### src/rtl/bool_lut_pkg.sv
// Shared types and helpers for the programmable Boolean LUT evaluator.
package bool_lut_pkg;

  // Default variable count; modules carry their own NVARS parameter.
  localparam int LUT_NVARS = 2;

  // One truth table for the default variable count: bit k = f(minterm k).
  typedef logic [2**LUT_NVARS-1:0] tt_t;

  // Top-level controller states.
  typedef enum logic {
    IDLE  = 1'b0,
    SWEEP = 1'b1
  } state_e;

  // Channel-select width; never zero, even for a single channel.
  function automatic int chan_w(input int n);
    return (n > 1) ? $clog2(n) : 1;
  endfunction

endpackage

### src/rtl/bool_lut_bank.sv
// Truth-table register file: one synchronous write port, two combinational read ports.
module bool_lut_bank
  import bool_lut_pkg::*;
#(
  parameter int                 NVARS      = 2,
  parameter int                 NCHAN      = 4,
  parameter logic [2**NVARS-1:0] DEFAULT_TT = '0,
  parameter int                 CW         = chan_w(NCHAN)
) (
  input  logic                 clk,
  input  logic                 reset,
  input  logic                 we,
  input  logic [CW-1:0]        wchan,
  input  logic [2**NVARS-1:0]  wdata,
  input  logic [CW-1:0]        rchan_a,
  output logic [2**NVARS-1:0]  rdata_a,
  input  logic [CW-1:0]        rchan_b,
  output logic [2**NVARS-1:0]  rdata_b
);

  localparam int TTW = 2**NVARS;

  logic [TTW-1:0]   tt_q [NCHAN];
  logic [TTW-1:0]   tt_d [NCHAN];
  logic [NCHAN-1:0] wsel;

  // Per-channel write decode; a channel number with no matching entry writes nothing.
  for (genvar gi = 0; gi < NCHAN; gi++) begin : g_wsel
    assign wsel[gi] = we && (wchan == CW'(gi));
  end

  // Next-state tables: replace only the selected channel.
  always_comb begin
    for (int i = 0; i < NCHAN; i++) begin
      tt_d[i] = wsel[i] ? wdata : tt_q[i];
    end
  end

  // Table storage; active-low synchronous reset restores the default table everywhere.
  always_ff @(posedge clk) begin
    for (int i = 0; i < NCHAN; i++) begin
      if (!reset) tt_q[i] <= DEFAULT_TT;
      else        tt_q[i] <= tt_d[i];
    end
  end

  // Read ports see the current (pre-write) contents, giving read-before-write.
  always_comb begin
    rdata_a = '0;
    rdata_b = '0;
    for (int i = 0; i < NCHAN; i++) begin
      if (rchan_a == CW'(i)) rdata_a = tt_q[i];
      if (rchan_b == CW'(i)) rdata_b = tt_q[i];
    end
  end

endmodule

### src/rtl/bool_lut_eval_multi.sv
// Multi-channel programmable Boolean evaluator with a registered,
// back-pressured output stage and a truth-table sweep mode.
module bool_lut_eval_multi
  import bool_lut_pkg::*;
#(
  parameter int                  NVARS      = 2,
  parameter int                  NCHAN      = 4,
  parameter logic [2**NVARS-1:0] DEFAULT_TT = '0,
  parameter int                  CW         = chan_w(NCHAN)
) (
  input  logic                clk,
  input  logic                reset,
  input  logic                cfg_val,
  output logic                cfg_rdy,
  input  logic [CW-1:0]       cfg_chan,
  input  logic [2**NVARS-1:0] cfg_tt,
  input  logic                sweep_val,
  output logic                sweep_rdy,
  input  logic [CW-1:0]       sweep_chan,
  input  logic                in_val,
  output logic                in_rdy,
  input  logic [CW-1:0]       in_chan,
  input  logic [NVARS-1:0]    in_vars,
  output logic                out_val,
  input  logic                out_rdy,
  output logic                out_f,
  output logic [CW-1:0]       out_chan,
  output logic [NVARS-1:0]    out_idx,
  output logic                out_sweep,
  output logic                out_last
);

  localparam int            TTW      = 2**NVARS;
  localparam int            IW       = NVARS + 1;
  localparam logic [IW-1:0] LAST_IDX = IW'(TTW - 1);

  state_e              state_q, state_d;
  logic [CW-1:0]       sw_chan_q, sw_chan_d;
  logic [IW-1:0]       sw_idx_q, sw_idx_d;
  logic                out_val_q, out_val_d;
  logic                out_f_q, out_f_d;
  logic [CW-1:0]       out_chan_q, out_chan_d;
  logic [NVARS-1:0]    out_idx_q, out_idx_d;
  logic                out_sweep_q, out_sweep_d;
  logic                out_last_q, out_last_d;

  logic                advance;
  logic                in_acc;
  logic                cfg_acc;
  logic                sweep_acc;
  logic [TTW-1:0]      eval_tt;
  logic [TTW-1:0]      sweep_tt;

  bool_lut_bank #(
    .NVARS      (NVARS),
    .NCHAN      (NCHAN),
    .DEFAULT_TT (DEFAULT_TT),
    .CW         (CW)
  ) u_bank (
    .clk     (clk),
    .reset   (reset),
    .we      (cfg_acc),
    .wchan   (cfg_chan),
    .wdata   (cfg_tt),
    .rchan_a (in_chan),
    .rdata_a (eval_tt),
    .rchan_b (sw_chan_q),
    .rdata_b (sweep_tt)
  );

  // Handshake decode; out_rdy feeds in_rdy combinationally so a drain and a new accept share a cycle.
  always_comb begin
    advance   = !out_val_q || out_rdy;
    cfg_rdy   = (state_q == IDLE);
    sweep_rdy = (state_q == IDLE);
    in_rdy    = (state_q == IDLE) && advance;
    cfg_acc   = cfg_val && cfg_rdy;
    sweep_acc = sweep_val && sweep_rdy;
    in_acc    = in_val && in_rdy;
  end

  // Next-state: FSM, sweep counter and the single output register.
  always_comb begin
    state_d     = state_q;
    sw_chan_d   = sw_chan_q;
    sw_idx_d    = sw_idx_q;
    out_val_d   = out_val_q;
    out_f_d     = out_f_q;
    out_chan_d  = out_chan_q;
    out_idx_d   = out_idx_q;
    out_sweep_d = out_sweep_q;
    out_last_d  = out_last_q;

    if (state_q == IDLE) begin
      // Sweep start does not block an eval presented in the same cycle.
      if (sweep_acc) begin
        state_d   = SWEEP;
        sw_chan_d = sweep_chan;
        sw_idx_d  = '0;
      end
      if (advance) begin
        out_val_d = in_acc;
        if (in_acc) begin
          out_f_d     = eval_tt[in_vars];
          out_chan_d  = in_chan;
          out_idx_d   = in_vars;
          out_sweep_d = 1'b0;
          out_last_d  = 1'b0;
        end
      end
    end else begin
      // One minterm per advance; stalls hold idx so nothing is skipped or repeated.
      if (advance) begin
        out_val_d   = 1'b1;
        out_f_d     = sweep_tt[sw_idx_q[NVARS-1:0]];
        out_chan_d  = sw_chan_q;
        out_idx_d   = sw_idx_q[NVARS-1:0];
        out_sweep_d = 1'b1;
        out_last_d  = (sw_idx_q == LAST_IDX);
        sw_idx_d    = sw_idx_q + IW'(1);
        if (sw_idx_q == LAST_IDX) state_d = IDLE;
      end
    end
  end

  // State registers with active-low synchronous reset; any held result is discarded.
  always_ff @(posedge clk) begin
    if (!reset) begin
      state_q     <= IDLE;
      sw_chan_q   <= '0;
      sw_idx_q    <= '0;
      out_val_q   <= 1'b0;
      out_f_q     <= 1'b0;
      out_chan_q  <= '0;
      out_idx_q   <= '0;
      out_sweep_q <= 1'b0;
      out_last_q  <= 1'b0;
    end else begin
      state_q     <= state_d;
      sw_chan_q   <= sw_chan_d;
      sw_idx_q    <= sw_idx_d;
      out_val_q   <= out_val_d;
      out_f_q     <= out_f_d;
      out_chan_q  <= out_chan_d;
      out_idx_q   <= out_idx_d;
      out_sweep_q <= out_sweep_d;
      out_last_q  <= out_last_d;
    end
  end

  assign out_val   = out_val_q;
  assign out_f     = out_f_q;
  assign out_chan  = out_chan_q;
  assign out_idx   = out_idx_q;
  assign out_sweep = out_sweep_q;
  assign out_last  = out_last_q;

endmodule

### config.mk
export PLATFORM = sky130hd
export DESIGN_NAME = bool_lut_eval_multi
export DESIGN_NICKNAME = d
export VERILOG_FILES = /design/src/rtl/bool_lut_pkg.sv /design/src/rtl/bool_lut_bank.sv /design/src/rtl/bool_lut_eval_multi.sv
export SDC_FILE = /design/constraint.sdc
export NUM_CORES = 1
export LEC_CHECK = 0
export ABC_AREA = 0
export CAP_MARGIN = 30
export CORE_MARGIN = 1
export CORE_UTILIZATION = 45
export CTS_BUF_LIST = sky130_fd_sc_hd__clkbuf_4
export CTS_CLUSTER_SIZE = 12
export DETAILED_ROUTE_END_ITERATION = 8
export PLACE_DENSITY = 0.68
export SLEW_MARGIN = 20
export SYNTH_ARGS = -nofsm -noshare
export SYNTH_HDL_FRONTEND = slang
export SYNTH_SLANG_ARGS = --single-unit
### constraint.sdc
create_clock -name clk -period 2.2 [get_ports clk]
set_input_delay 0.44 -clock clk [delete_from_list [all_inputs] [get_ports clk]]
set_output_delay 0.44 -clock clk [all_outputs]
set_load 0.05 [all_outputs]
==> impl_metrics.tcl <==
set metrics [dict create \
    status "finished clean" \
    critical_path.reg2reg.startpoint "sw_chan_q[0]" \
    worst-path-buf-inv 2 \
    hold_path_startpoint "out_idx[0]" \
    placer_congestion_estimate 0.821 \
    slew_headroom 0.662 \
    grt_pass1_vias 1199 \
    finalWorstPathRequiredPeriod_ns 2.07 \
    hold_path_class "reg -> reg" \
    grt_setup_unrepaired "false" \
    achievable-frequency_ghz 0.482 \
    cts.sinks 30 \
    die_height_um 60.8 \
    flow.area_growth_from_synthesis_pct 23.9 \
    critical_path.top_delay_family "buffers and inverters" \
    maximum_buffer_depth_of_the_clock_tree 2 \
    post_synthesis_async_set_or_reset_flop_share 0 \
    timing.reg2reg.setup_slack_ns 0.48 \
    worst_path_largest_cell_delay_ns 0.83 \
    hold-path-endpoint "out_idx[0]" \
    io-pin-count 29 \
    synth_nets 174 \
    cts-hold-fix-buffers 0 \
    core.rowCount 20 \
    series_of_cell_instances_along_the_critical_path "inv_1 -> clkdlybuf4s50_1" \
    postCtsResizedCells 0 \
    power.total_uw 1160 \
    synthFlopType "sky130_fd_sc_hd__dfxtp_1" \
    syn_inst 154 \
    final.setup.tns_ns 0 \
    grt_use_met3 0.0682 \
    post_layout_nonfiller_instances 230 \
    clock_transition_at_path_regs_ns 0.09 \
    drt-wirelength-per-cell_um 14.7 \
    die_ar_mm2 0.00370 \
    chipWidth_um 60.8 \
    cts.repair_timing.setup_buffer_count 0 \
    crit-reg2reg-capture "out_f" \
    placed_cells 222 \
    critPathRequiredTime_ns 1.76 \
    timing.critical_path.arrival_ns 1.63 \
    grt_util_met1 0.257 \
    grt-ovfl-total 0 \
    post-route-drc-count 0 \
    netlist_area_mm2 0.00156 \
    vias 1227 \
    final_nets 205 \
    worst_ir_drop_vdd_v 0.000491 \
    cts_root_buf "sky130_fd_sc_hd__clkbuf_4" \
    power_density_mw_per_mm2 600 \
    synth_cell_types 34 \
    numCtsBuffers 5 \
    pre_cts_ws_ns 0.262 \
    holdWs_ns 0.511 \
    drtAntennaViolNets 0 \
    post_synth_edffs 0 \
    clock_tree_from_tritoncts "built" \
    dr.first_iter.drc_count 63 \
    synth-warning-count 0 \
    final.period_utilization 0.943 \
    final_count_of_hold_timing_violations 0 \
    setup_viol 0 \
    leakage_uw 0.000759 \
    initial_antenna_violation_count 0 \
    grt_start_max_net_pins 18 \
    synth_seq_cells 30 \
    maximum_fanout_count_along_the_critical_path 6 \
    ctsHtreeMaxLevel 2 \
    layout-drive-gt1-share 0.0968 \
    worstMarginPinSlew_ns 0.506 \
    grt_first_pass_wirelength_um 5660 \
    crit_path_start_kind "flip-flop" \
    route.detailed.vias_per_inst 5.33 \
    grt_util_all_layers 0.218 \
    mostFrequentLayoutCells "sky130_fd_sc_hd__dfxtp_1 (30), sky130_fd_sc_hd__clkdlybuf4s50_1 (27), sky130_fd_sc_hd__mux2i_1 (25)" \
    pins_over_slew_limit 0 \
    postSynthAreaPerCell_um2 10.1 \
    total_half_perimeter_wirelength_after_legalization_and_detailed_placement_um 2580 \
    slowest_stage "sky130_fd_sc_hd__clkdlybuf4s50_1" \
    antenna_cells_inserted 0 \
    firstDrtPassIters 4 \
    synth.yosys.seq_area_share 0.386 \
    timing.max_cap.violations 0 \
    globalRouteMet2Util 0.377 \
    most_common_cell_after_layout_fill_and_taps_aside "sky130_fd_sc_hd__dfxtp_1" \
    criticalPathCategory "reg -> out" \
    worstHoldPathCells 1 \
    grt-busiest-layer "met2" \
    final.setup.worst_slack_ns 0.126 \
    worst_setup_path_end_kind "output pin" \
    initial_core_util 0.490 \
    reg2reg_depth 5 \
    clock_skew_ns 0.00535 \
    route.final.wire_length_um 3380 \
    clock_latency_ns 0.32 \
    fp.coreArea_mm2 0.00318 \
    place.port_buffers 28 \
]
cell families (layout without fill, tap and decap cells):
family | Yosys count | after routing | share of synthesized area
buf+inv | 12 | 44 | 0.0490
mux | 30 | 30 | 0.243
simple gates | 56 | 56 | 0.202
flops | 30 | 30 | 0.386
fa+ha+maj | 2 | 2 | 0.0161
compound gates | 24 | 24 | 0.104
registers in the layout, summed over array words and instances (netlist names):
signal and cells:
sw_chan_q 2, out_val 1, out_chan 2, out_idx 2, u_bank.tt_q 16, out_last 1
out_f 1, out_sweep 1, state_q 1, sw_idx_q 3
how the worst max path moves through the flow:
stage	depth (start not counted)	startpoint	endpoint	slack, ns
2_1_floorplan	2	out_val	in_rdy	0.41
3_3_place_gp	6	in_chan[0]	out_f	0.30
3_5_place_dp	5	cfg_val	u_bank.tt_q[0][0]	0.26
4_1_cts	2	state_q	cfg_rdy	0.12
5_1_grt	2	state_q	cfg_rdy	0.06
6_report	2	state_q	sweep_rdy	0.13
metrics by stage:
stage	utilization	cell area [um2]
6_report	0.607	1930
3_5_place_dp	0.590	1880
4_1_cts	0.607	1930
2_1_floorplan	-	1560
3_3_place_gp	0.590	1880
5_1_grt	0.607	1930
power breakdown:
part	switching (uW)	internal, uW	leakage (uW)
logic	136	115	0.000481
registers	22.1	568	0.000245
clock network	185	132	0.0000331
total	343	815	0.000759
Yosys cell counts (3+ instances only):
cell | number | area, um2
sky130_fd_sc_hd__dfxtp_1 | 30 | 601
sky130_fd_sc_hd__o211a_1 | 4 | 40.0
sky130_fd_sc_hd__nor2b_1 | 24 | 150
sky130_fd_sc_hd__a21oi_1 | 5 | 25.0
sky130_fd_sc_hd__nand2_1 | 11 | 41.3
sky130_fd_sc_hd__nand3_1 | 5 | 25.0
sky130_fd_sc_hd__inv_1 | 3 | 11.3
sky130_fd_sc_hd__nor2_1 | 7 | 26.3
sky130_fd_sc_hd__mux2i_1 | 25 | 250
sky130_fd_sc_hd__mux4_1 | 4 | 105
sky130_fd_sc_hd__o21ai_0 | 7 | 35.0
layer usage:
metal | vias to the layer above | share of wire
met4 | 0 | 0.012
li1 | 613 | -
met2 | 26 | 0.50
met3 | 6 | 0.033
met5 | - | 0
met1 | 582 | 0.45
cell type report:
class / count / area [um2]
repair buffers: 33 / 328
clock inverters: 2 / 8.76
multi-input cells: 112 / 881
inverters: 3 / 11.3
flip-flops and latches: 30 / 601
clock buffers: 6 / 45.0
fillers: 293 / 1250
well taps: 44 / 55.1
worst register-to-register path, stage by stage, from the launching register on:
cell and delay, ns:
sky130_fd_sc_hd__dfxtp_1 0.47, sky130_fd_sc_hd__mux4_1 0.59, sky130_fd_sc_hd__mux2i_1 0.17, sky130_fd_sc_hd__nor2_1 0.07
sky130_fd_sc_hd__nor4_2 0.23, sky130_fd_sc_hd__a21oi_1 0.09
(Power assumes the default switching activity.)
==> edit, RTL diff (same settings) <==
`NVARS` is set to 2 in 2 places; all go to 1.
--- a/src/rtl/bool_lut_bank.sv
+++ b/src/rtl/bool_lut_bank.sv
@@ -2,7 +2,7 @@
 module bool_lut_bank
   import bool_lut_pkg::*;
 #(
-  parameter int                 NVARS      = 2,
+  parameter int                 NVARS      = 1,
   parameter int                 NCHAN      = 4,
   parameter logic [2**NVARS-1:0] DEFAULT_TT = '0,
   parameter int                 CW         = chan_w(NCHAN)
--- a/src/rtl/bool_lut_eval_multi.sv
+++ b/src/rtl/bool_lut_eval_multi.sv
@@ -3,7 +3,7 @@
 module bool_lut_eval_multi
   import bool_lut_pkg::*;
 #(
-  parameter int                  NVARS      = 2,
+  parameter int                  NVARS      = 1,
   parameter int                  NCHAN      = 4,
   parameter logic [2**NVARS-1:0] DEFAULT_TT = '0,
   parameter int                  CW         = chan_w(NCHAN)
Interface: changed (resized cfg_tt, in_vars and out_idx); port bits go from 29 to 25. No check against the original RTL was run, so the function may have changed too.
==> edit against the unedited design <==
- routed wire length down 33%
- total power down 21%
- register-to-register slack better by 270 ps
- synthesized area down 34%
- largest power group unchanged
- sequential cell count down 10
- first-iteration DRC count down 79%
- cell area down 31%
- setup slack better by 130 ps
==> edit: results <==
set metrics [dict create \
    cp_max_fo 4 \
    holdPathEnd "out_chan[0]$_SDFFE_PN0P_" \
    h-tree-depth 1 \
    r2r-start "state_q$_SDFF_PN0_" \
    finalNetCount 140 \
    placed_area_mm2 0.001277 \
    hp-start "out_chan[0]$_SDFFE_PN0P_" \
    grt_util_all_layers_pct 19.86 \
    gp_congestion 0.7447 \
    p_leak_nw 0.5065 \
    peakVddDrop_mv 0.6930 \
    cpPeakStageDelay_ps 460 \
    status "finished, final reports clean" \
    r2r_cells 4 \
    synth_top_cells_by_area "dfxtp_1 39%, mux2i_1 14%, nor2b_1 8.5%" \
    drive_above_1_share_pct 11.38 \
    grt_pass1_vias 800 \
    clock_skew_ps 7.854 \
    numCtsBuffers 3 \
    clk_pin_slew_ps 120 \
    r2r_slack_ps 750 \
    synthTopCellsByCount "20 x dfxtp_1, 14 x mux2i_1, 14 x nor2b_1" \
    grt_max_degree 21 \
    wl_per_cell_um 15.05 \
    arrival_ps 1510 \
    synth_cell_types 35 \
    relSlewSlack_pct 59.76 \
    largest_reg_flops 8 \
    drt-initial-drc-count 13 \
    fill_cells 188 \
    pre_cts_slack_ps 220.3 \
    synth-seq-area-share_pct 38.79 \
    drtPass1Iterations 3 \
    io_buffer_count 24 \
    fin_util_pct 64.50 \
]
edit: changes by cell type in the layout (fill, tap and decap cells not counted), moves of 6 or more:
cell             delta
clkdlybuf4s50_1     -6
mux2i_1            -11
nor2b_1            -10
nand2_1             -6
o21ai_0             -6
dfxtp_1            -10
edit: per-layer routing:
metal	track usage (%)	vias to the layer above	part of all wire [%]
met5	0	-	0
met4	2.857	0	0
met3	5.864	0	4.3
met2	33.56	16	49
met1	25.24	395	46
li1	-	407	-
edit: per-stage QoR:
stage	cells	hold WS [ps]
3_3_place_gp	146	481.8
2_1_floorplan	99	494.2
4_1_cts	150	521.8
3_5_place_dp	146	490.1
6_report	150	516.3
5_1_grt	150	542.6
edit: cell families after synthesis:
family / after synthesis / synth area share [%]
flip-flops: 20 / 38.79
AND/OR/NAND/NOR: 36 / 22.18
AO/OA/AOI/OAI: 16 / 11.27
multiplexers: 17 / 20.12
adder cells (fa/ha/maj): 1 / 1.212
buffers and inverters: 8 / 5.576
XOR/XNOR: 1 / 0.8486
edit: layout make-up:
| cell class | count | share of cell area (%) |
|---|---|---|
| Multi-Input combinational cell | 71 | 43.18 |
| Sequential cell | 20 | 30.10 |
| Timing Repair Buffer | 25 | 19.00 |
| Tap cell | 27 | 2.540 |
| Clock inverter | 1 | 2.258 |
| Clock buffer | 3 | 1.693 |
| Inverter | 3 | 1.223 |
edit: how the worst max path moves through the flow:
stage / slack, ps / cells past startpoint / end / start
CTS: 250 / 4 / in_rdy / out_rdy
detailed placement: 220 / 4 / out_f$_SDFFE_PN0P_ / in_chan[1]
floorplan: 330 / 2 / in_rdy / out_val$_SDFFE_PN0N_
global route: 200 / 4 / in_rdy / out_rdy
global placement: 260 / 4 / in_rdy / out_rdy
finish: 250 / 4 / in_rdy / out_rdy
edit: power by group:
group / internal, mW / switching [mW]
Combinational: 0.0955 / 0.117
Sequential: 0.383 / 0.0213
Clock: 0.184 / 0.119
Total: 0.662 / 0.257
